==> src/rtl/cpu_types_pkg.sv <==
// cpu_types_pkg: shared word, RAM status and memory-arbiter types
package cpu_types_pkg;

    typedef logic [31:0] word_t;

    typedef enum logic [1:0] {FREE, BUSY, ACCESS, ERROR} ramstate_t;

    typedef enum logic [1:0] {IDLE, IGNT, DGNT, ERR} arb_state_t;

    typedef enum logic {GNT_I, GNT_D} grant_t;

endpackage

==> src/rtl/mem_arbiter_watchdog.sv <==
// mem_watchdog: saturating stall counter that flags a RAM access exceeding TIMEOUT cycles
module mem_watchdog #(
    parameter int TIMEOUT = 255
) (
    input  logic CLK,
    input  logic nRST,
    input  logic count_en,
    input  logic clr,
    output logic expired
);

    localparam int CW = $clog2(TIMEOUT + 1);

    logic [CW-1:0] count;

    // expired looks one cycle ahead so the owner leaves on the edge that would reach TIMEOUT
    assign expired = count_en && (count >= CW'(TIMEOUT - 1));

    // Count stalled grant cycles, saturating at TIMEOUT
    always_ff @(posedge CLK or negedge nRST) begin
        if (!nRST)
            count <= '0;
        else if (clr)
            count <= '0;
        else if (count_en && count != CW'(TIMEOUT))
            count <= count + CW'(1);
    end

endmodule

==> src/rtl/mem_arbiter.sv <==
// mem_arbiter: alternating I/D arbiter driving a single-ported RAM with a hang watchdog
module mem_arbiter
    import cpu_types_pkg::*;
#(
    parameter int ADDR_W  = 32,
    parameter int DATA_W  = 32,
    parameter int TIMEOUT = 255
) (
    input  logic              CLK,
    input  logic              nRST,
    input  logic              iREN,
    input  logic [ADDR_W-1:0] iaddr,
    output logic              iwait,
    output logic [DATA_W-1:0] iload,
    input  logic              dREN,
    input  logic              dWEN,
    input  logic [ADDR_W-1:0] daddr,
    input  logic [DATA_W-1:0] dstore,
    output logic              dwait,
    output logic [DATA_W-1:0] dload,
    output logic              ramREN,
    output logic              ramWEN,
    output logic [ADDR_W-1:0] ramaddr,
    output logic [DATA_W-1:0] ramstore,
    input  logic [DATA_W-1:0] ramload,
    input  logic [1:0]        ramstate,
    output logic              mem_err
);

    arb_state_t state, state_next;
    grant_t     last_grant, last_next;
    ramstate_t  rs;
    logic       granted, access, expired, d_req;

    assign rs      = ramstate_t'(ramstate);
    assign granted = state == IGNT || state == DGNT;
    assign access  = rs == ACCESS;
    assign d_req   = dREN || dWEN;
    assign mem_err = state == ERR;

    mem_watchdog #(.TIMEOUT(TIMEOUT)) u_watchdog (
        .CLK      (CLK),
        .nRST     (nRST),
        .count_en (granted && !access),
        .clr      (!granted || access),
        .expired  (expired)
    );

    // FSM state and fairness history
    always_ff @(posedge CLK or negedge nRST) begin
        if (!nRST) begin
            state      <= IDLE;
            last_grant <= GNT_I;
        end else begin
            state      <= state_next;
            last_grant <= last_next;
        end
    end

    // Arbitration, RAM drive and cache handshake; a dropped request abandons the grant silently
    always_comb begin
        state_next = state;
        last_next  = last_grant;
        iwait      = 1'b1;
        dwait      = 1'b1;
        iload      = '0;
        dload      = '0;
        ramREN     = 1'b0;
        ramWEN     = 1'b0;
        ramaddr    = '0;
        ramstore   = '0;
        case (state)
            IDLE: begin
                if (d_req && (!iREN || last_grant == GNT_I))
                    state_next = DGNT;
                else if (iREN)
                    state_next = IGNT;
            end
            IGNT: begin
                ramaddr = iaddr;
                ramREN  = 1'b1;
                if (rs == ERROR)
                    state_next = ERR;
                else if (!iREN)
                    state_next = IDLE;
                else if (access) begin
                    iwait      = 1'b0;
                    iload      = ramload;
                    state_next = IDLE;
                    last_next  = GNT_I;
                end else if (expired)
                    state_next = ERR;
            end
            DGNT: begin
                ramaddr  = daddr;
                ramWEN   = dWEN;
                ramREN   = !dWEN;
                ramstore = dWEN ? dstore : '0;
                if (rs == ERROR)
                    state_next = ERR;
                else if (!d_req)
                    state_next = IDLE;
                else if (access) begin
                    dwait      = 1'b0;
                    dload      = dWEN ? '0 : ramload;
                    state_next = IDLE;
                    last_next  = GNT_D;
                end else if (expired)
                    state_next = ERR;
            end
            default: ;
        endcase
    end

endmodule

==> config.mk <==
export PLATFORM = sky130hd
export DESIGN_NAME = mem_arbiter
export DESIGN_NICKNAME = d
export VERILOG_FILES = /design/src/rtl/cpu_types_pkg.sv /design/src/rtl/mem_arbiter_watchdog.sv /design/src/rtl/mem_arbiter.sv
export SDC_FILE = /design/constraint.sdc
export NUM_CORES = 1
export LEC_CHECK = 0
export CAP_MARGIN = 20
export CORE_AREA = 2 2 103 105
export DETAILED_ROUTE_END_ITERATION = 8
export DIE_AREA = 0 0 105 107
export GPL_TIMING_DRIVEN = 0
export PLACE_DENSITY = 0.78
export SYNTH_ARGS = -nofsm -noshare
export SYNTH_HDL_FRONTEND = slang
export SYNTH_SLANG_ARGS = --single-unit
==> constraint.sdc <==
create_clock -name CLK -period 2.5 [get_ports CLK]
set_input_delay 0.5 -clock CLK [delete_from_list [all_inputs] [get_ports CLK]]
set_output_delay 0.5 -clock CLK [all_outputs]
set_load 0.01 [all_outputs]
==> results of run 1 <==
-- area by class of cell --
type,instances,area (sq um),area share (%)
multi-input combinational,229,1564,32.22
sequential,11,275.3,5.672
timing repair buffer,283,2536,52.26
antenna,1,2.502,0.05156
inverter,6,22.52,0.4640
buffer,27,237.7,4.898
tap,136,170.2,3.506
clock buffer,4,45.04,0.9281
-- sequential cells by signal, summed over array words and instances, names as in the netlist --
name,flops
u_watchdog.count,8
state,2
last_grant,1
-- worst max-delay path by stage --
stage,startpoint,to,slack [ps],cells past startpoint
after floorplan,state[0]$_DFFE_PN0P_,dload[10],480,8
after global placement,dWEN,dload[7],-650,8
after detailed placement,dWEN,dload[7],-700,8
after CTS,state[0]$_DFFE_PN0P_,dload[7],-30,11
after global routing,state[0]$_DFFE_PN0P_,ramaddr[27],5,7
final,state[0]$_DFFE_PN0P_,ramaddr[27],40,7
-- critical path, delay by kind of cell (launching register included) --
kind	cells	cell delay (ps)
AO/OA/AOI/OAI	1	110
adder cells (fa/ha/maj)	1	160
buffers and inverters	4	900
flip-flops	1	410
AND/OR/NAND/NOR	1	130
-- cell usage after synthesis (2+ instances only) --
| cell | count |
|---|---|
| a211oi_1 | 3 |
| a21oi_1 | 2 |
| a22oi_1 | 34 |
| a31oi_1 | 5 |
| and2_1 | 63 |
| and3_1 | 33 |
| buf_6 | 4 |
| clkbuf_1 | 20 |
| clkbuf_2 | 3 |
| dfrtp_1 | 11 |
| ha_1 | 6 |
| inv_1 | 6 |
| nand2_1 | 8 |
| nand2b_1 | 2 |
| nand3_1 | 2 |
| nand4_1 | 2 |
| nor2_1 | 9 |
| nor2b_1 | 35 |
| nor3_1 | 2 |
| o211ai_1 | 5 |
| o21ai_0 | 2 |
| or2_2 | 2 |
| xnor2_1 | 2 |
-- layer usage --
metal	GRT usage, %	up-vias	part of all wire (%)
met5	0	-	0
met4	2.286	0	0.65
met3	17.87	8	17
met2	34.69	174	44
met1	25.11	1478	38
li1	-	1530	-
-- metrics by stage --
step                      cell area [sq um]  util [%]  instances  hold slack, ps  power (uW)
after floorplan                        1939         -        274           204.4        1520
after global placement                 4782     47.38        677           521.8        2715
after detailed placement               4782     47.38        677           539.4        2756
after CTS                              4860     48.15        690           548.5        2953
after global routing                   4851     48.07        696           579.0        3254
final                                  4853     48.09        697           549.1        3046
-- power groups by stage --
| stage | Clock (uW) | Sequential (uW) | Combinational (uW) |
|---|---|---|---|
| after detailed placement | 0 | 272 | 2480 |
| after global placement | 0 | 269 | 2450 |
| after global routing | 196 | 272 | 2790 |
| after CTS | 188 | 262 | 2500 |
| after floorplan | 0 | 261 | 1260 |
| final | 187 | 264 | 2590 |
-- timing repair --
action	4_1_cts	5_1_grt
pin swaps	2	2
hold buffers	0	0
cloned	0	0
buffers inserted	9	7
setup endpoints to repair	132	73
resized for setup	275	30
-- cell families (layout without fill, tap and decap cells) --
group                      count (synthesis)  after routing
DFF                                       11             11
other                                      0              1
xor gates and xnor gates                   2              2
and+or+nand+nor                          164            164
AOI/OAI and AO/OA                         57             57
buffers and inverters                     34            320
adders and majority gates                  6              6
==> impl_metrics.py, run 1 <==
metrics = {
    "status": {
        "status": "finished clean",
    },
    "power": {
        "power.density_mw_per_mm2": 627.6,
        "clkPwrFrac_pct": 6.1,
        "p_int_uw": 1696,
        "pwr-share-comb_pct": 85.2,
        "vdd_drop_max_v": 0.0003717,
        "p_seq_share_pct": 8.7,
        "p_leak_uw": 0.002549,
        "p_switching_uw": 1350,
        "p_sw_share_pct": 44.33,
    },
    "yosys": {
        "synth_top_family_by_area": "simple AND/OR/NAND/NOR gates",
        "synth-edff-count": 0,
        "synthArstFlopShare_pct": 100.0,
        "ys.flop_type": "dfrtp_1",
        "synth_largest_area_cell": "and2_1",
        "synth_adder_area_share_pct": 3.871,
        "ys_seq_area_share_pct": 14.19,
        "synth.area.top_cells": "and2_1, dfrtp_1, a22oi_1",
        "yosys.area_share.xor_xnor_pct": 0.9032,
        "synth-compound-area-share_pct": 21.48,
        "ys_seq_elements": 11,
        "synth_area_sq_mm": 0.001939,
        "synth_top_area_share_pct": 20.32,
        "ys.warnings.count": 0,
        "synth_area_per_cell_sq_um": 7.078,
        "synth_nets": 415,
        "synth_simple_gate_area_share_pct": 51.16,
        "synthCells": 274,
        "synth_mux_area_share_pct": 0,
        "ys_types": 36,
    },
    "global_route": {
        "grt_pass1_vias": 3197,
        "grt_overflow": 0,
        "grtUsageTotal_pct": 22.48,
        "grt_max_degree": 12,
        "grt_pass1_wl_um": 19420,
        "antenna_found_initial": 0,
    },
    "clocking": {
        "clock_latency_ps": 240,
        "cts.clk_slew.worst_paths_ps": 60,
        "cts_tree": "done",
        "cts_made_buffers": 3,
        "root_buffer": "clkbuf_8",
        "cts_buffer_depth": 2,
        "cts.sinks": 11,
        "htree_levels": 1,
    },
    "setup_path": {
        "r2r_slack_ps": 780,
        "crit_type": "reg -> out",
        "crit_chain": "inv_2 > ha_2 > buf_6 > clkbuf_8 > a22oi_1 > nor2b_1 > clkdlybuf4s50_1",
        "critical_path.max_stage_delay_ps": 560,
        "startpoint_type": "flop",
        "slowest_stage": "clkdlybuf4s50_1",
        "r2r_end": "state[1]$_DFFE_PN0P_",
        "cp_max_fo": 10,
        "rr_worst_depth": 7,
        "crit_path_end_kind": "output pin",
        "crit_required_ps": 2000,
        "arrival_ps": 1960,
        "r2r_start": "state[0]$_DFFE_PN0P_",
    },
    "die": {
        "pin_count": 268,
        "rows": 37,
        "fp.dieW_um": 105,
        "initial_core_util_pct": 19.22,
        "dieArea_sq_mm": 0.01124,
        "core_sq_mm": 0.01009,
        "die_y_um": 107,
    },
    "drt": {
        "via_per_inst": 4.577,
        "vias": 3190,
        "first_pass_iters": 4,
        "drt_iter0_drc": 190,
        "drc": 0,
        "wl_um": 13560,
        "drtAntennaViolNets": 0,
        "wl_per_cell_um": 19.45,
    },
    "hold_path": {
        "hp-start": "u_watchdog.count[2]$_DFFE_PN0P_",
        "hold_path_end": "u_watchdog.count[2]$_DFFE_PN0P_",
        "hold_depth": 1,
        "hp-class": "reg -> reg",
    },
    "sta": {
        "tns_ps": 0,
        "fmax_mhz": 406.8,
        "clock-skew-final_ps": 7.338,
        "rsz0062_at_grt": "no",
        "slew_headroom_pct": 62.54,
        "period_needed_ps": 2458,
        "slew_viol_final": 0,
        "setup_ws_ps": 41.54,
        "worstMarginPinSlew_ps": 560.1,
        "hold_viol": 0,
        "setup_viol": 0,
        "fin_crit_sh_pct": 98.34,
    },
    "final_layout": {
        "nFillCells": 1007,
        "final_common_cell": "clkdlybuf4s50_1",
        "nets": 702,
        "syn2layout_area_growth_pct": 150.3,
        "drive_gt1_share_pct": 17.50,
        "layout_common_cells": "clkdlybuf4s50_1, dlygate4sd2_1, and2_1",
    },
    "placement": {
        "portBuffers": 267,
        "gp_congestion": 0.9403,
        "dp_hpwl_um": 11350,
        "post-place-ws_ps": -699.6,
    },
    "flow_run": {
        "cap_violations": 0,
    },
}
Note: power is estimated with default switching activity, not from simulation.
==> run 2, diff against run 1 <==
--- a/config.mk
+++ b/config.mk
@@ -5,7 +5,7 @@
 export SDC_FILE = /design/constraint.sdc
 export NUM_CORES = 1
 export LEC_CHECK = 0
-export CAP_MARGIN = 20
+export CAP_MARGIN = 5
 export CORE_AREA = 2 2 103 105
 export DETAILED_ROUTE_END_ITERATION = 8
 export DIE_AREA = 0 0 105 107
==> results of run 2 <==
Final layout, timing and power as in run 1 (identical DEF).
==> run 3, diff against run 2 <==
--- a/config.mk
+++ b/config.mk
@@ -6,11 +6,10 @@
 export NUM_CORES = 1
 export LEC_CHECK = 0
 export CAP_MARGIN = 5
-export CORE_AREA = 2 2 103 105
+export CORE_AREA = 2 2 105 107
 export DETAILED_ROUTE_END_ITERATION = 8
-export DIE_AREA = 0 0 105 107
-export GPL_TIMING_DRIVEN = 0
-export PLACE_DENSITY = 0.78
+export DIE_AREA = 0 0 107 109
+export PLACE_DENSITY = 0.76
 export SYNTH_ARGS = -nofsm -noshare
 export SYNTH_HDL_FRONTEND = slang
 export SYNTH_SLANG_ARGS = --single-unit
==> constraint.sdc (replaced) <==
create_clock -name CLK -period 3.11 [get_ports CLK]
set_input_delay 0.622 -clock CLK [delete_from_list [all_inputs] [get_ports CLK]]
set_output_delay 0.622 -clock CLK [all_outputs]
set_load 0.01 [all_outputs]
==> impl_metrics.py, run 3 (same netlist as run 1, synthesis figures left out) <==
metrics = {
    "global_route": {
        "grt_pass1_wl_um": 14460,
        "grtUsageTotal_pct": 15.41,
        "grt_overflow": 0,
        "grt.busiest_layer": "met2",
        "antenna_found_initial": 0,
        "grt.met3_usage_pct": 4.961,
        "met2_usage_pct": 29.12,
        "grt_use_met1_pct": 17.36,
        "grt_pass1_vias": 2762,
        "grt_max_degree": 70,
    },
    "sta": {
        "setup_viol": 0,
        "clock-skew-final_ps": 4.028,
        "tns_ps": 0,
        "setup_ws_ps": 94.32,
        "period_needed_ps": 3016,
        "fmax_mhz": 331.6,
        "fin_crit_sh_pct": 96.97,
        "slew_headroom_pct": 64.43,
        "slew_viol_final": 0,
        "hold_viol": 0,
        "worstMarginPinSlew_ps": 531.9,
        "rsz0062_at_grt": "no",
    },
    "power": {
        "clkPwrFrac_pct": 6.4,
        "p_int_uw": 1330,
        "power.density_mw_per_mm2": 469.9,
        "p_seq_share_pct": 9.5,
        "p_switching_uw": 944.5,
        "power_uw": 2275,
        "pwr-share-comb_pct": 84.1,
        "vdd_drop_max_v": 0.0002358,
        "p_leak_uw": 0.001875,
        "p_sw_share_pct": 41.52,
    },
    "setup_path": {
        "crit_required_ps": 2490,
        "critical_path.max_stage_delay_ps": 540,
        "crit_family": "buffers and inverters",
        "crit_type": "in -> out",
        "slowest_stage": "clkdlybuf4s50_1",
        "path_buf_inv": 3,
        "crit_path_end_kind": "output pin",
        "crit_chain": "clkdlybuf4s50_1 > nand2b_2 > nor2_2 > buf_12 > and2_1 > clkdlybuf4s50_1",
        "cp_max_fo": 32,
        "cpMostUsedCell": "clkdlybuf4s50_1",
        "startpoint_type": "input pin",
        "r2r_start": "state[0]$_DFFE_PN0P_",
        "startpoint": "ramstate[0]",
        "arrival_ps": 2390,
    },
    "final_layout": {
        "nets": 670,
        "instances_no_fill": 668,
        "layout_common_cells": "clkdlybuf4s50_1, and2_1, a22oi_1, nor2b_1, and3_1",
        "final_common_cell": "clkdlybuf4s50_1",
        "finish.utilization_pct": 45.66,
        "largest_reg_flops": 8,
        "syn2layout_area_growth_pct": 149.6,
        "regMostFlops": "u_watchdog.count",
        "diodes": 0,
        "largestRegisters": "u_watchdog.count: 8 flops, state: 2 flops, last_grant: 1 flops",
        "drive_gt1_share_pct": 4.356,
    },
    "clocking": {
        "cts_tree": "done",
        "htree_levels": 1,
        "cts.sinks": 11,
        "post-cts-setup-buffers": 0,
        "cts_buffer_depth": 2,
        "cts.clk_slew.worst_paths_ps": 50,
        "clock_latency_ps": 240,
        "root_buffer": "clkbuf_8",
        "holdBufCountCts": 0,
        "cts_made_buffers": 3,
    },
    "placement": {
        "dp.cells": 664,
        "dp_hpwl_um": 8289,
        "gp_congestion": 0.8062,
        "portBuffers": 267,
        "post-place-ws_ps": -32.10,
    },
    "drt": {
        "via_per_inst": 4.409,
        "wl_per_cell_um": 15.24,
        "drtAntennaViolNets": 0,
        "wl_um": 10180,
        "first_pass_iters": 4,
        "drc": 0,
        "vias": 2945,
        "drt_iter0_drc": 213,
    },
    "hold_path": {
        "hp-class": "reg -> reg",
        "hp-start": "u_watchdog.count[2]$_DFFE_PN0P_",
    },
    "die": {
        "initial_core_util_pct": 18.29,
        "dieArea_sq_mm": 0.01166,
        "fp.dieW_um": 107,
        "pin_count": 268,
        "die_y_um": 109,
        "core_sq_mm": 0.01060,
        "rows": 38,
    },
    "flow_run": {
        "cap_violations": 0,
    },
    "status": {
        "status": "finished clean",
    },
}
## run 3: cell types whose count changed in the layout (fill, tap and decap cells not counted), sizes merged
cell	before	now
buf	52	11
clkbuf	28	4
clkdlybuf4s15	9	0
clkdlybuf4s50	134	267
diode	1	0
dlygate4sd2	87	0
dlymetal6s2s	4	0
## run 3: power by group through the flow
stage	Combinational [uW]	Clock [uW]	Sequential (uW)
2_1_floorplan	1010	0	210
3_3_place_gp	1890	0	218
3_5_place_dp	1930	0	219
4_1_cts	1940	148	216
5_1_grt	2080	157	221
6_report	1910	145	217
## run 3: layout make-up
type	instances	area [sq um]
Tap cell	140	175.2
Inverter	6	22.52
Fill cell	996	5762
Sequential cell	11	275.3
Multi-Input combinational cell	229	1514
Clock buffer	4	45.04
Timing Repair Buffer	278	2809
## run 3: final timing paths
kind / to / slack, ps / depth (start not counted)
worst max-delay path: iload[28] / 90 / 6
worst min-delay path: u_watchdog.count[2]$_DFFE_PN0P_ / 550 / 1
worst max register to register: last_grant$_DFFE_PN0P_ / 1270 / 6
worst min register to register: u_watchdog.count[2]$_DFFE_PN0P_ / 550 / 1
max in group asynchronous: u_watchdog.count[0]$_DFFE_PN0P_ / 2020 / 1
min in group asynchronous: u_watchdog.count[2]$_DFFE_PN0P_ / 730 / 1
## run 3: through the flow
stage / hold WS (ps) / area (sq um)
2_1_floorplan: 326.4 / 1939
3_3_place_gp: 527.7 / 4782
3_5_place_dp: 542.8 / 4782
4_1_cts: 551.7 / 4830
5_1_grt: 582.1 / 4841
6_report: 553.3 / 4841
## run 3: what timing repair did
item	4_1_cts	5_1_grt
gates resized for setup	1	4
endpoints found under the setup margin	31	53
pin swaps	0	0
hold endpoints to repair	0	0
## run 3: metal layers
layer,up-vias,part of all wire [%]
li1,1468,-
met1,1355,38
met2,116,53
met3,6,8.3
met4,0,0.57
met5,-,0
